<file path="src/rtl/ext_bus_pkg.sv">
// Shared types and defaults for the FPGA-to-HPS external master initiator.
package ext_bus_pkg;

    localparam int EXT_BUS_ADDR_W = 12;
    localparam int EXT_BUS_DATA_W = 32;

    typedef enum logic [1:0] {
        IDLE = 2'd0,
        REQ  = 2'd1,
        RESP = 2'd2
    } state_e;

    // Response as seen by user logic; also used by bench monitors.
    typedef struct packed {
        logic [EXT_BUS_DATA_W-1:0] rdata;
        logic                      write;
        logic                      timeout;
    } rsp_t;

endpackage

</file>
<file path="src/rtl/ext_bus_initiator_if.sv">
// Command, response and bridge-side signals of one external master initiator.
// The "master" modport is the initiator's view; "slave" is the environment's.
interface ext_bus_initiator_if
    import ext_bus_pkg::*;
#(
    parameter int ADDR_W = EXT_BUS_ADDR_W,
    parameter int DATA_W = EXT_BUS_DATA_W
);
    localparam int BE_W = DATA_W / 8;

    logic              cmd_valid;
    logic              cmd_ready;
    logic              cmd_write;
    logic [ADDR_W-1:0] cmd_addr;
    logic [BE_W-1:0]   cmd_be;
    logic [DATA_W-1:0] cmd_wdata;

    logic              rsp_valid;
    logic              rsp_ready;
    logic [DATA_W-1:0] rsp_rdata;
    logic              rsp_write;
    logic              rsp_timeout;

    logic [ADDR_W-1:0] bus_address;
    logic [BE_W-1:0]   bus_byte_enable;
    logic              bus_read;
    logic              bus_write;
    logic [DATA_W-1:0] bus_write_data;
    logic              bus_acknowledge;
    logic [DATA_W-1:0] bus_read_data;

    modport master (
        input  cmd_valid, cmd_write, cmd_addr, cmd_be, cmd_wdata,
        input  rsp_ready, bus_acknowledge, bus_read_data,
        output cmd_ready, rsp_valid, rsp_rdata, rsp_write, rsp_timeout,
        output bus_address, bus_byte_enable, bus_read, bus_write, bus_write_data
    );

    modport slave (
        output cmd_valid, cmd_write, cmd_addr, cmd_be, cmd_wdata,
        output rsp_ready, bus_acknowledge, bus_read_data,
        input  cmd_ready, rsp_valid, rsp_rdata, rsp_write, rsp_timeout,
        input  bus_address, bus_byte_enable, bus_read, bus_write, bus_write_data
    );

endinterface

</file>
<file path="src/rtl/ext_bus_initiator_timeout_ctr.sv">
// Acknowledge-wait counter: counts enabled cycles, clears on request, and
// flags the last permitted cycle. TIMEOUT_CYCLES = 0 never flags.
// TIMEOUT_CYCLES must be below 2**TO_W.
module ext_bus_timeout_ctr #(
    parameter int TO_W           = 16,
    parameter int TIMEOUT_CYCLES = 1024
) (
    input  logic clk,
    input  logic reset,
    input  logic clr,
    input  logic en,
    output logic tc
);
    localparam logic [TO_W-1:0] TC_VAL = TO_W'(TIMEOUT_CYCLES - 1);
    localparam logic            TC_EN  = (TIMEOUT_CYCLES != 0);

    logic [TO_W-1:0] count_q;
    logic [TO_W-1:0] count_d;

    // Next count: clear wins, otherwise count up without wrapping.
    always_comb begin
        count_d = count_q;
        if (clr) begin
            count_d = {TO_W{1'b0}};
        end else if (en && (count_q != {TO_W{1'b1}})) begin
            count_d = count_q + {{(TO_W-1){1'b0}}, 1'b1};
        end else begin
            count_d = count_q;
        end
    end

    // Counter register with synchronous reset.
    always_ff @(posedge clk) begin
        if (reset) begin
            count_q <= {TO_W{1'b0}};
        end else begin
            count_q <= count_d;
        end
    end

    assign tc = TC_EN && en && (count_q == TC_VAL);

endmodule

</file>
<file path="src/rtl/ext_bus_initiator.sv">
// Fabric-side initiator for one FPGA-to-HPS external master bridge port.
// One command in flight: IDLE accepts, REQ holds a strobe until acknowledge
// or timeout, RESP presents the response until consumed.
// Optional: define EXT_BUS_INITIATOR_STATS_EN to add transaction/timeout
// statistics counters with a synchronous stat_clear input.
module ext_bus_initiator
    import ext_bus_pkg::*;
#(
    parameter int ADDR_W         = EXT_BUS_ADDR_W,
    parameter int DATA_W         = EXT_BUS_DATA_W,
    parameter int TIMEOUT_CYCLES = 1024,
    parameter int TO_W           = 16
) (
    input  logic                       clk,
    input  logic                       reset,
    ext_bus_initiator_if.master        bus_if
`ifdef EXT_BUS_INITIATOR_STATS_EN
    ,
    input  logic                       stat_clear,
    output logic [31:0]                stat_txn_count,
    output logic [15:0]                stat_timeout_count
`endif
);
    localparam int BE_W = DATA_W / 8;

    state_e            state_q, state_d;
    logic [ADDR_W-1:0] bus_address_q, bus_address_d;
    logic [BE_W-1:0]   bus_be_q, bus_be_d;
    logic [DATA_W-1:0] bus_wdata_q, bus_wdata_d;
    logic              bus_read_q, bus_read_d;
    logic              bus_write_q, bus_write_d;
    logic              rsp_valid_q, rsp_valid_d;
    logic [DATA_W-1:0] rsp_rdata_q, rsp_rdata_d;
    logic              rsp_write_q, rsp_write_d;
    logic              rsp_timeout_q, rsp_timeout_d;

    logic              tc_s;
    logic              rsp_done_s;

    assign rsp_done_s = (state_q == RESP) && bus_if.rsp_ready;

    ext_bus_timeout_ctr #(
        .TO_W          (TO_W),
        .TIMEOUT_CYCLES(TIMEOUT_CYCLES)
    ) u_timeout_ctr (
        .clk  (clk),
        .reset(reset),
        .clr  (rsp_done_s),
        .en   (state_q == REQ),
        .tc   (tc_s)
    );

    // Next state and next register values; acknowledge beats timeout.
    always_comb begin
        state_d       = state_q;
        bus_address_d = bus_address_q;
        bus_be_d      = bus_be_q;
        bus_wdata_d   = bus_wdata_q;
        bus_read_d    = bus_read_q;
        bus_write_d   = bus_write_q;
        rsp_valid_d   = rsp_valid_q;
        rsp_rdata_d   = rsp_rdata_q;
        rsp_write_d   = rsp_write_q;
        rsp_timeout_d = rsp_timeout_q;
        case (state_q)
            IDLE: begin
                if (bus_if.cmd_valid) begin
                    bus_address_d = bus_if.cmd_addr;
                    bus_be_d      = bus_if.cmd_be;
                    bus_wdata_d   = bus_if.cmd_wdata;
                    bus_read_d    = !bus_if.cmd_write;
                    bus_write_d   = bus_if.cmd_write;
                    rsp_write_d   = bus_if.cmd_write;
                    state_d       = REQ;
                end else begin
                    state_d = IDLE;
                end
            end
            REQ: begin
                if (bus_if.bus_acknowledge) begin
                    bus_read_d    = 1'b0;
                    bus_write_d   = 1'b0;
                    rsp_valid_d   = 1'b1;
                    rsp_timeout_d = 1'b0;
                    if (bus_write_q) begin
                        rsp_rdata_d = {DATA_W{1'b0}};
                    end else begin
                        rsp_rdata_d = bus_if.bus_read_data;
                    end
                    state_d = RESP;
                end else if (tc_s) begin
                    bus_read_d    = 1'b0;
                    bus_write_d   = 1'b0;
                    rsp_valid_d   = 1'b1;
                    rsp_timeout_d = 1'b1;
                    rsp_rdata_d   = {DATA_W{1'b0}};
                    state_d       = RESP;
                end else begin
                    state_d = REQ;
                end
            end
            RESP: begin
                if (bus_if.rsp_ready) begin
                    rsp_valid_d = 1'b0;
                    state_d     = IDLE;
                end else begin
                    state_d = RESP;
                end
            end
            default: begin
                bus_read_d  = 1'b0;
                bus_write_d = 1'b0;
                rsp_valid_d = 1'b0;
                state_d     = IDLE;
            end
        endcase
    end

    // State and output registers; reset drops strobes and any pending response.
    always_ff @(posedge clk) begin
        if (reset) begin
            state_q       <= IDLE;
            bus_address_q <= {ADDR_W{1'b0}};
            bus_be_q      <= {BE_W{1'b0}};
            bus_wdata_q   <= {DATA_W{1'b0}};
            bus_read_q    <= 1'b0;
            bus_write_q   <= 1'b0;
            rsp_valid_q   <= 1'b0;
            rsp_rdata_q   <= {DATA_W{1'b0}};
            rsp_write_q   <= 1'b0;
            rsp_timeout_q <= 1'b0;
        end else begin
            state_q       <= state_d;
            bus_address_q <= bus_address_d;
            bus_be_q      <= bus_be_d;
            bus_wdata_q   <= bus_wdata_d;
            bus_read_q    <= bus_read_d;
            bus_write_q   <= bus_write_d;
            rsp_valid_q   <= rsp_valid_d;
            rsp_rdata_q   <= rsp_rdata_d;
            rsp_write_q   <= rsp_write_d;
            rsp_timeout_q <= rsp_timeout_d;
        end
    end

    assign bus_if.cmd_ready       = (state_q == IDLE) && !reset;
    assign bus_if.rsp_valid       = rsp_valid_q;
    assign bus_if.rsp_rdata       = rsp_rdata_q;
    assign bus_if.rsp_write       = rsp_write_q;
    assign bus_if.rsp_timeout     = rsp_timeout_q;
    assign bus_if.bus_address     = bus_address_q;
    assign bus_if.bus_byte_enable = bus_be_q;
    assign bus_if.bus_read        = bus_read_q;
    assign bus_if.bus_write       = bus_write_q;
    assign bus_if.bus_write_data  = bus_wdata_q;

`ifdef EXT_BUS_INITIATOR_STATS_EN
    logic [31:0] stat_txn_q, stat_txn_d;
    logic [15:0] stat_to_q, stat_to_d;

    // Statistics update: clear has priority over counting a handshake.
    always_comb begin
        stat_txn_d = stat_txn_q;
        stat_to_d  = stat_to_q;
        if (stat_clear) begin
            stat_txn_d = 32'd0;
            stat_to_d  = 16'd0;
        end else if (rsp_done_s) begin
            stat_txn_d = stat_txn_q + 32'd1;
            if (rsp_timeout_q) begin
                stat_to_d = stat_to_q + 16'd1;
            end else begin
                stat_to_d = stat_to_q;
            end
        end else begin
            stat_txn_d = stat_txn_q;
            stat_to_d  = stat_to_q;
        end
    end

    // Statistics registers.
    always_ff @(posedge clk) begin
        if (reset) begin
            stat_txn_q <= 32'd0;
            stat_to_q  <= 16'd0;
        end else begin
            stat_txn_q <= stat_txn_d;
            stat_to_q  <= stat_to_d;
        end
    end

    assign stat_txn_count     = stat_txn_q;
    assign stat_timeout_count = stat_to_q;
`endif

endmodule
</file>
<file path="src/flat_wrapper.sv">
// flat-port wrapper written by rule: the top's interface ports become plain ports
module ext_bus_initiator_flat import ext_bus_pkg::*;
#(
    parameter int ADDR_W         = EXT_BUS_ADDR_W,
    parameter int DATA_W         = EXT_BUS_DATA_W,
    parameter int TIMEOUT_CYCLES = 1024,
    parameter int TO_W           = 16
)
  (clk, reset, bus_if_cmd_valid, bus_if_cmd_write, bus_if_cmd_addr, bus_if_cmd_be, bus_if_cmd_wdata, bus_if_rsp_ready, bus_if_bus_acknowledge, bus_if_bus_read_data, bus_if_cmd_ready, bus_if_rsp_valid, bus_if_rsp_rdata, bus_if_rsp_write, bus_if_rsp_timeout, bus_if_bus_address, bus_if_bus_byte_enable, bus_if_bus_read, bus_if_bus_write, bus_if_bus_write_data);
  ext_bus_initiator_if #(.ADDR_W(ADDR_W), .DATA_W(DATA_W)) bus_if_i ();
  input  logic clk;
  input  logic reset;
  input wire logic [$bits(bus_if_i.cmd_valid)-1:0] bus_if_cmd_valid;
  input wire logic [$bits(bus_if_i.cmd_write)-1:0] bus_if_cmd_write;
  input wire logic [$bits(bus_if_i.cmd_addr)-1:0] bus_if_cmd_addr;
  input wire logic [$bits(bus_if_i.cmd_be)-1:0] bus_if_cmd_be;
  input wire logic [$bits(bus_if_i.cmd_wdata)-1:0] bus_if_cmd_wdata;
  input wire logic [$bits(bus_if_i.rsp_ready)-1:0] bus_if_rsp_ready;
  input wire logic [$bits(bus_if_i.bus_acknowledge)-1:0] bus_if_bus_acknowledge;
  input wire logic [$bits(bus_if_i.bus_read_data)-1:0] bus_if_bus_read_data;
  output wire logic [$bits(bus_if_i.cmd_ready)-1:0] bus_if_cmd_ready;
  output wire logic [$bits(bus_if_i.rsp_valid)-1:0] bus_if_rsp_valid;
  output wire logic [$bits(bus_if_i.rsp_rdata)-1:0] bus_if_rsp_rdata;
  output wire logic [$bits(bus_if_i.rsp_write)-1:0] bus_if_rsp_write;
  output wire logic [$bits(bus_if_i.rsp_timeout)-1:0] bus_if_rsp_timeout;
  output wire logic [$bits(bus_if_i.bus_address)-1:0] bus_if_bus_address;
  output wire logic [$bits(bus_if_i.bus_byte_enable)-1:0] bus_if_bus_byte_enable;
  output wire logic [$bits(bus_if_i.bus_read)-1:0] bus_if_bus_read;
  output wire logic [$bits(bus_if_i.bus_write)-1:0] bus_if_bus_write;
  output wire logic [$bits(bus_if_i.bus_write_data)-1:0] bus_if_bus_write_data;
  assign bus_if_i.cmd_valid = bus_if_cmd_valid;
  assign bus_if_i.cmd_write = bus_if_cmd_write;
  assign bus_if_i.cmd_addr = bus_if_cmd_addr;
  assign bus_if_i.cmd_be = bus_if_cmd_be;
  assign bus_if_i.cmd_wdata = bus_if_cmd_wdata;
  assign bus_if_i.rsp_ready = bus_if_rsp_ready;
  assign bus_if_i.bus_acknowledge = bus_if_bus_acknowledge;
  assign bus_if_i.bus_read_data = bus_if_bus_read_data;
  assign bus_if_cmd_ready = bus_if_i.cmd_ready;
  assign bus_if_rsp_valid = bus_if_i.rsp_valid;
  assign bus_if_rsp_rdata = bus_if_i.rsp_rdata;
  assign bus_if_rsp_write = bus_if_i.rsp_write;
  assign bus_if_rsp_timeout = bus_if_i.rsp_timeout;
  assign bus_if_bus_address = bus_if_i.bus_address;
  assign bus_if_bus_byte_enable = bus_if_i.bus_byte_enable;
  assign bus_if_bus_read = bus_if_i.bus_read;
  assign bus_if_bus_write = bus_if_i.bus_write;
  assign bus_if_bus_write_data = bus_if_i.bus_write_data;
  ext_bus_initiator #(.ADDR_W(ADDR_W), .DATA_W(DATA_W), .TIMEOUT_CYCLES(TIMEOUT_CYCLES), .TO_W(TO_W)) u_core (.clk(clk), .reset(reset), .bus_if(bus_if_i));
endmodule
</file>
<file path="config.mk">
export PLATFORM = sky130hd
export DESIGN_NAME = ext_bus_initiator_flat
export DESIGN_NICKNAME = d
export VERILOG_FILES = /design/src/rtl/ext_bus_pkg.sv /design/src/rtl/ext_bus_initiator_if.sv /design/src/rtl/ext_bus_initiator_timeout_ctr.sv /design/src/rtl/ext_bus_initiator.sv /design/src/flat_wrapper.sv
export SDC_FILE = /design/constraint.sdc
export NUM_CORES = 1
export LEC_CHECK = 0
export CELL_PAD_IN_SITES_DETAIL_PLACEMENT = 1
export CELL_PAD_IN_SITES_GLOBAL_PLACEMENT = 1
export CORE_MARGIN = 1.5
export CORE_UTILIZATION = 27
export DETAILED_ROUTE_END_ITERATION = 8
export PLACE_DENSITY_LB_ADDON = 0.1
export SYNTH_ARGS = -nofsm -noshare
export SYNTH_HDL_FRONTEND = slang
export SYNTH_SLANG_ARGS = --single-unit
</file>
<file path="constraint.sdc">
create_clock -name clk -period 1.6 [get_ports clk]
set_input_delay 0.32 -clock clk [delete_from_list [all_inputs] [get_ports clk]]
set_output_delay 0.32 -clock clk [all_outputs]
set_load 0.005 [all_outputs]
</file>
==> flow_summary.ini <==
[timing]
fin_ws_ps = -34.8
max_freq_mhz = 612
clock-skew-final_ps = 9.57
worst_slew_pin_slew_ps = 424
min_period_over_period = 1.02
slew_headroom = 0.718
rsz0062_at_grt = true
fin_crit_ps = 1630
hold_violations = 0
drv_slew = 0
setup_violations = 13
whs_ps = 454

[die]
core-area_um2 = 14400
io_pins = 172
die_w_um = 124
rows = 44
die_y_um = 124
die-area_um2 = 15400
start_util = 0.274

[detailed_routing]
routed-wl-met3_um = 1050
wl_per_cell_um = 16.5
maxUsedRoutingLayer = met4
drc = 0
wl_met2_um = 6610
viasPerCell = 4.89
vias = 4027
drt-initial-drc-count = 143
antenna_left = 0
drt_first_pass_iters = 4
routedLengthMet1_um = 5680
drt_wl_total_um = 13600

[finish]
area_growth_pct = 70.6
layout-drive-gt1-share = 0.192
final_common_cell = clkdlybuf4s50_1
diodes = 0
fillers = 1624
nNetsFinal = 722
fin_util = 0.467
layout_common_cells = 161 x clkdlybuf4s50_1, 108 x nand2_1, 90 x dfxtp_1, 57 x a21oi_1, 39 x buf_4

[synth]
ys_ff_latch = 103
synth_nets = 517
synth-edff-count = 0
synthTopCellsByArea = dfxtp_1 52%, nand2_1 10%, a21oi_1 7.9%, a32o_1 7.9%, clkbuf_1 1.8%
yosysTopAreaCell = dfxtp_1
syn_avg_cell_area_um2 = 9.19
synthesis.instances = 430
synth_top_area_frac = 0.522
ys_warn_count = 0
async_flop_share = 0
yosys_most_used_dff = dfxtp_1
yosysSeqAreaShare = 0.522
synth_cell_types = 50
syn-cell-area_um2 = 3950

[cts]
numCtsBuffers = 9
cts.sinks = 103
clock_latency_ps = 360
clockBufferDepth = 2
clk_pin_slew_ps = 80
cts_tree = built
root_buffer = clkbuf_16
h-tree-depth = 3
hold_buffers = 0

[pwr]
seqPwrFrac = 0.458
intPower_mw = 4.50
clkPwrFrac = 0.391
sw_frac_of_total = 0.251
comb_power_share = 0.151
ir_drop_v = 0.000412
power_mw = 6.01
p_per_area_nw_per_um2 = 892
p_sw_mw = 1.51
p_leak_nw = 2.61

[worst_hold_path]
hold_path.startpoint = u_core.bus_if.bus_write_data[1]
hp-class = register to register
hold_depth = 2
hold_path_end = u_core.bus_if.bus_write_data[1]

[place]
portBuffers = 171
gp_congestion = 0.775
place_ws_ps = -381
dpl.hpwl_um = 9440

[global_routing]
grtUsageTotal = 0.176
grt_pass1_vias = 4122
grt_max_degree = 35
antenna_found_initial = 0
grt_overflow = 0
grt_pass1_wl_um = 20800

[setup_path]
worst_setup_path_end_kind = register
startpoint_type = register
slowest_stage = and4_4
rr_worst_depth = 5
crit_fanout = 13
critPathArrivalTime_ps = 1890
critPathKind = register to register
path_cells = nor4_4 > and4_4 > o21ai_4 > buf_12 > a32o_1
r2r_setup_slack_ps = -30
worstReg2RegStart = u_core.u_timeout_ctr.count_q[11]
r2r_end = u_core.bus_if.rsp_rdata[7]
worstPathRequired_ps = 1850
slowest_delay_ps = 350

[run_status]
violations = negative setup slack
status = finished, violations left

[flow_run]
max_cap_violations = 0
==> synthesized netlist by cell type (5+ instances only) <==
cell type / n
nand2_1: 109
dfxtp_1: 103
a21oi_1: 62
a32o_1: 31
clkbuf_1: 19
buf_2: 7
inv_1: 7
nor2_1: 7
nand3_1: 6
nor3_1: 5
o31ai_1: 5
==> power by group through the flow <==
| stage | sequential, mW | clock, mW | combinational (mW) |
|---|---|---|---|
| floorplan | 2.82 | 0 | 0.291 |
| global placement | 2.80 | 0 | 0.872 |
| detailed placement | 2.81 | 0 | 0.889 |
| CTS | 2.75 | 2.42 | 0.916 |
| global route | 2.77 | 2.53 | 0.995 |
| finish | 2.75 | 2.35 | 0.910 |
==> registers in the layout, summed over array words and instances (netlist names) <==
| name | flops |
|---|---|
| u_core.bus_if.bus_address | 12 |
| u_core.bus_if.bus_byte_enable | 4 |
| u_core.bus_if.bus_read | 1 |
| u_core.bus_if.bus_write | 1 |
| u_core.bus_if.bus_write_data | 32 |
| u_core.bus_if.rsp_rdata | 32 |
| u_core.bus_if.rsp_timeout | 1 |
| u_core.bus_if.rsp_valid | 1 |
| u_core.bus_if.rsp_write | 1 |
| u_core.state_q | 2 |
| u_core.u_timeout_ctr.count_q | 16 |
==> through the flow <==
stage / setup TNS, ps / cell area (um^2) / instances
2_1_floorplan: 0 / 3950 / 430
3_3_place_gp: -14380 / 6100 / 798
3_5_place_dp: -16810 / 6100 / 798
4_1_cts: -372 / 6520 / 818
5_1_grt: -1370 / 6740 / 824
6_report: -314 / 6740 / 824
==> worst max-delay path: cells and delay by family, from the launching register on <==
family	cells	cell delay, ps
flops	1	340
simple gates	2	690
compound gates	2	330
buf+inv	1	160
==> kinds of logic after synthesis <==
logic type      after synthesis  share of synthesized area
compound gates              117                      0.204
xor+xnor                      2                    0.00443
fa+ha+maj                     1                    0.00317
buf+inv                      39                     0.0488
flops                       103                      0.522
mux                           3                    0.00760
simple gates                165                      0.210
==> cell type report <==
| class | instances | area (um^2) | share of cell area |
|---|---|---|---|
| timing repair buffer | 224 | 2190 | 0.326 |
| sequential | 103 | 2080 | 0.309 |
| multi-input combinational | 290 | 1890 | 0.281 |
| clock buffer | 10 | 239 | 0.0355 |
| tap | 184 | 230 | 0.0342 |
| clock inverter | 6 | 73.8 | 0.0110 |
| inverter | 7 | 26.3 | 0.00390 |
==> what timing repair did <==
item	CTS	global route
resized for setup	14	56
pin swaps	5	28
cloned	2	0
setup buffers	2	7
endpoints found under the setup margin	37	56
endpoints found under the hold margin	0	0
==> how the worst max path moves through the flow <==
| stage | start | to | slack (ps) |
|---|---|---|---|
| finish | u_core.u_timeout_ctr.count_q[11] | u_core.bus_if.rsp_rdata[7] | -30 |
| global route | u_core.u_timeout_ctr.count_q[11] | u_core.bus_if.rsp_rdata[25] | -90 |
| CTS | u_core.u_timeout_ctr.count_q[11] | u_core.bus_if.rsp_rdata[22] | -30 |
| detailed placement | bus_if_bus_acknowledge | u_core.bus_if.rsp_valid | -380 |
| global placement | u_core.u_timeout_ctr.count_q[0] | u_core.state_q[1] | -340 |
| floorplan | u_core.u_timeout_ctr.count_q[0] | u_core.bus_if.rsp_rdata[22] | 20 |
==> per-layer routing <==
layer,up-vias,global-route usage
met5,-,0
met4,0,0.0724
met3,13,0.0591
met2,120,0.295
met1,1936,0.206
li1,1958,-
No activity file was read; power rests on OpenSTA's default activity.
